`src/rtl/fetch_stage.sv`:
```
// Fetch stage: owns the PC, issues single-outstanding instruction memory reads and
// feeds the fetch-execute register, handling stalls, redirects with squash, and HALT.
module fetch_stage #(
    parameter int                 PC_W     = 10,
    parameter int                 INSTR_W  = 12,
    parameter logic [PC_W-1:0]    RESET_PC = '0,
    parameter logic [3:0]         HALT_OP  = 4'hF,
    parameter logic [INSTR_W-1:0] NOP      = '0
) (
    input  logic               clk,
    input  logic               rst,
    output logic               imem_req,
    output logic [PC_W-1:0]    imem_addr,
    input  logic               imem_ready,
    input  logic               imem_valid,
    input  logic [INSTR_W-1:0] imem_rdata,
    input  logic               stall,
    input  logic               redirect_valid,
    input  logic [PC_W-1:0]    redirect_pc,
    output logic [INSTR_W-1:0] instr_out,
    output logic [PC_W-1:0]    pc_plus_1_out,
    output logic               fe_write_en,
    output logic               fe_clear,
    output logic               halted
);

    typedef enum logic [2:0] {
        S_IDLE,
        S_REQ,
        S_WAIT,
        S_HAVE,
        S_HALT
    } state_t;

    state_t             state;
    logic [PC_W-1:0]    pc;
    logic [INSTR_W-1:0] instr_buf;
    logic               squash;

    logic               redirect_eff;
    logic               is_halt;
    logic               accept;
    logic               bubble_state;

    // Redirects are ignored in S_IDLE; everywhere else they win over everything.
    assign redirect_eff  = redirect_valid && (state != S_IDLE);
    assign is_halt       = (instr_buf[INSTR_W-1 -: 4] == HALT_OP);
    assign bubble_state  = (state == S_REQ) || (state == S_WAIT) || (state == S_HALT);

    assign imem_req      = (state == S_REQ) && !redirect_valid;
    assign accept        = imem_req && imem_ready;
    assign imem_addr     = pc;
    assign pc_plus_1_out = pc + PC_W'(1);
    assign instr_out     = (state == S_HAVE) ? instr_buf : NOP;
    assign fe_write_en   = (state == S_HAVE) && !stall && !redirect_valid;
    assign fe_clear      = redirect_eff || (!stall && bubble_state);
    assign halted        = (state == S_HALT);

    always_ff @(posedge clk or posedge rst) begin
        if (rst) begin
            state     <= S_IDLE;
            pc        <= RESET_PC;
            instr_buf <= NOP;
            squash    <= 1'b0;
        end else if (state == S_IDLE) begin
            state <= S_REQ;
        end else if (redirect_valid) begin
            pc        <= redirect_pc;
            instr_buf <= NOP;
            // The in-flight response still has to be absorbed before a new request.
            if ((state == S_WAIT) && !imem_valid) begin
                squash <= 1'b1;
            end else begin
                squash <= 1'b0;
                state  <= S_REQ;
            end
        end else begin
            case (state)
                S_REQ: begin
                    if (accept) begin
                        state <= S_WAIT;
                    end
                end
                S_WAIT: begin
                    if (imem_valid) begin
                        if (squash) begin
                            squash <= 1'b0;
                            state  <= S_REQ;
                        end else begin
                            instr_buf <= imem_rdata;
                            state     <= S_HAVE;
                        end
                    end
                end
                S_HAVE: begin
                    if (!stall) begin
                        pc    <= pc + PC_W'(1);
                        state <= is_halt ? S_HALT : S_REQ;
                    end
                end
                S_HALT: begin
                    state <= S_HALT;
                end
                default: begin
                    state <= S_IDLE;
                end
            endcase
        end
    end

endmodule

```
`config.mk`:
```
export PLATFORM = sky130hd
export DESIGN_NAME = fetch_stage
export DESIGN_NICKNAME = d
export VERILOG_FILES = /design/src/rtl/fetch_stage.sv
export SDC_FILE = /design/constraint.sdc
export NUM_CORES = 1
export LEC_CHECK = 0
export ABC_AREA = 1
export CAP_MARGIN = 0
export CORE_MARGIN = 2
export CORE_UTILIZATION = 35
export DETAILED_ROUTE_END_ITERATION = 8
export PLACE_DENSITY_LB_ADDON = 0.25
export SYNTH_ARGS = -nofsm -noshare
export SYNTH_HDL_FRONTEND = slang
export SYNTH_SLANG_ARGS = --single-unit
```
`constraint.sdc`:
```
create_clock -name clk -period 2.2 [get_ports clk]
set_clock_uncertainty 0.2 [all_clocks]
set_input_delay 0.44 -clock clk [delete_from_list [all_inputs] [get_ports clk]]
set_output_delay 0.44 -clock clk [all_outputs]
set_load 0.005 [all_outputs]
```
==> results.cfg <==
[run_status]
status = finished, violations left
violations = setup timing

[logic_synthesis]
syn_nets = 257
synth_warnings = 0
yosys.area.top_type = dfrtp_1
synthCells = 228
yosys-top-cells-area = dfrtp_1 (41%), nand2_1 (13%), inv_1 (8.3%)
syn_avg_cell_area_sq_um = 6.93
synth_top_cell_area_share_pct = 41.2
ys_seq_area_share_pct = 41.2
syn_area_sq_um = 1580
ys_types = 25
synth-seq-cells = 26

[global_route]
track_usage_pct = 17.2
grt_overflow = 0
grt_max_degree = 27
grt_pass1_wl_um = 7230
antenna_found_initial = 0
grt_pass1_vias = 1675

[timing]
grt_setup_unrepaired = true
drv_slew = 0
slew_headroom_pct = 77.7
final_hold_viol_count = 0
max_freq_mhz = 451
setup_ws_ns = -0.0153
tightest_slew_ns = 0.335
setup_viol = 1
min_period_ns = 2.22
fin_crit_sh_pct = 101

[clock_network]
clk_pin_slew_worst_paths_ns = 0.09
ctsHoldBuffers = 0
numCtsBuffers = 3
clkLatencyLatePin_ns = 0.27
cts_tree = done
ctsRootBufferMaster = clkbuf_8
cts.sinks = 26
clk_path_buf_depth = 2
htreeDepth = 1

[drt]
finalWirelength_um = 4360
drtPass1Iterations = 5
wl_per_cell_um = 11.7
drc_errors = 0
vias = 1731
vias_per_cell = 4.65
postRouteAntennaNets = 0
drt_iter0_drc = 68

[pwr]
ir_drop_v = 0.000639
p_leak_nw = 1.31
p_per_area_nw_per_um2 = 1130

[setup_path]
crit_path_top_delay_cell = dfrtp_1
cp_cell_sequence = ha_2 -> nand2_2 -> nor2_4 -> buf_4 -> buf_4 -> xnor2_2 -> inv_1 -> clkbuf_2
worst_ep_required_time_ns = 1.56
cp-start-kind = flip-flop
cp_data_arrival_time_ns = 1.58
endpoint_kind = output pin
critical-path-top-delay-family = buffers and inverters
path_max_fanout = 2
cp.buffers_inverters = 4
worstSetupPathType = reg2out
crit_top_cell = buf_4
critPathMaxStageDelay_ns = 0.41

[die]
die_area_sq_um = 5070
core_area_sq_um = 4350
placementRows = 24
io_pins = 64
start_util_pct = 36.3
fp.dieW_um = 71.2
die-height_um = 71.2

[placed_design]
numPortBuffers = 63
placedInstanceArea_sq_um = 2370
place_congestion = 0.828
dp_hpwl_um = 3030

[layout]
drive_above_1_share_pct = 21.3
layout_commonest_cell = nand2_1
final_cell_mix = nand2_1 (51), clkdlybuf4s50_1 (38), inv_1 (34)
final_util_pct = 59.7
fin_area_sq_um = 2600
nets = 350
syn_to_final_growth_pct = 64.4
insertedDiodeCount = 0
fill_cells = 390

[worst_hold_path]
hold_path_class = in2async

[job]
maxCapViolations = 0
-- cell usage after synthesis --
cell type and instances:
nand2_2 3, ha_1 1, nand3_1 22, a31oi_1 2, buf_6 2, inv_1 35, nand2_1 55, xor2_1 2
o21ai_0 24, clkbuf_1 2, a21oi_1 1, o211ai_1 1, buf_2 2, clkbuf_2 1, nand4_1 3, nor2_4 1
nand2_4 2, inv_4 1, xnor2_1 1, or2_1 1, nor3_1 5, nor2_1 29, dfrtp_1 26, buf_1 1
nor2_2 5
-- power breakdown --
group,total (mW),internal [mW],switching (mW)
registers,0.826,0.667,0.159
logic,1.81,0.947,0.863
clock network,0.311,0.160,0.151
-- timing repair --
item                                    in CTS  in global routing
pin swaps                                    9                 12
endpoints found under the setup margin      24                 18
gates resized for setup                     45                 34
buffers inserted                            12                  5
hold endpoints to repair                     0                  0
-- worst reg2reg max path, stage by stage (launching register included) --
cell and delay (ns):
dfrtp_1 0.42, buf_4 0.15, buf_4 0.13, nor2_4 0.10
buf_4 0.14, nand2_1 0.06, nand2_2 0.06, buf_4 0.14
nand2_4 0.08, inv_4 0.15, nor2_1 0.05, o21ai_0 0.07
nand2_1 0.06
-- per-stage QoR --
step           worst slack [ns]  power [mW]  setup TNS [ns]  hold WS (ns)  std cells
6_report                -0.0153        2.95         -0.0153         0.313        372
5_1_grt                 -0.0922        3.20          -0.345         0.382        372
4_1_cts                  -0.138        2.83          -0.185         0.329        367
3_5_place_dp             -0.142        2.46          -0.303         0.328        352
3_3_place_gp             -0.165        2.43          -0.333         0.318        352
2_1_floorplan             0.425        1.59               0         0.280        228
-- cell type report --
| type | count | area (sq um) | area share, % |
|---|---|---|---|
| Sequential cell | 26 | 652 | 25.1 |
| Multi-Input combinational cell | 158 | 815 | 31.4 |
| Inverter | 36 | 138 | 5.30 |
| Tap cell | 52 | 65.1 | 2.50 |
| Clock buffer | 4 | 55.1 | 2.12 |
| Timing Repair Buffer | 96 | 873 | 33.6 |
-- worst paths after layout --
path / from / end / slack, ns / cells after the start
min reg2reg: instr_buf[3] / instr_buf[3] / 0.34 / 2
min: rst / imem_addr[9] / 0.31 / 3
max: imem_addr[1] / pc_plus_1_out[4] / -0.02 / 8
min in group clk: instr_buf[3] / instr_buf[3] / 0.34 / 2
max in group asynchronous: rst / state[1] / 1.21 / 3
max reg2reg: state[2] / imem_addr[3] / 0.30 / 12
-- routing by layer --
metal	GRT usage, %	routed length [um]	part of all wire, %	vias up
met4	3.35	48	1.1	0
met5	0	0	0	-
met2	30.1	2160	49	59
met1	22.1	1880	43	774
met3	3.56	276	6.3	6
li1	-	-	-	892
-- registers in the layout, indices dropped and copies added (netlist names) --
| register | cells |
|---|---|
| imem_addr | 10 |
| squash | 1 |
| state | 3 |
| instr_buf | 12 |
-- cells by family (layout without fill, tap and decap cells) --
kind of cell               count (synthesis)  after routing  synth area share (%)
buffers and inverters                     44            136                  11.8
AOI/OAI and AO/OA                         28             28                  9.18
and+or+nand+nor                          126            126                  35.4
DFF                                       26             26                  41.2
xor gates and xnor gates                   3              3                  1.66
adders and majority gates                  1              1                 0.792
No activity file was read; power rests on OpenSTA's default activity.
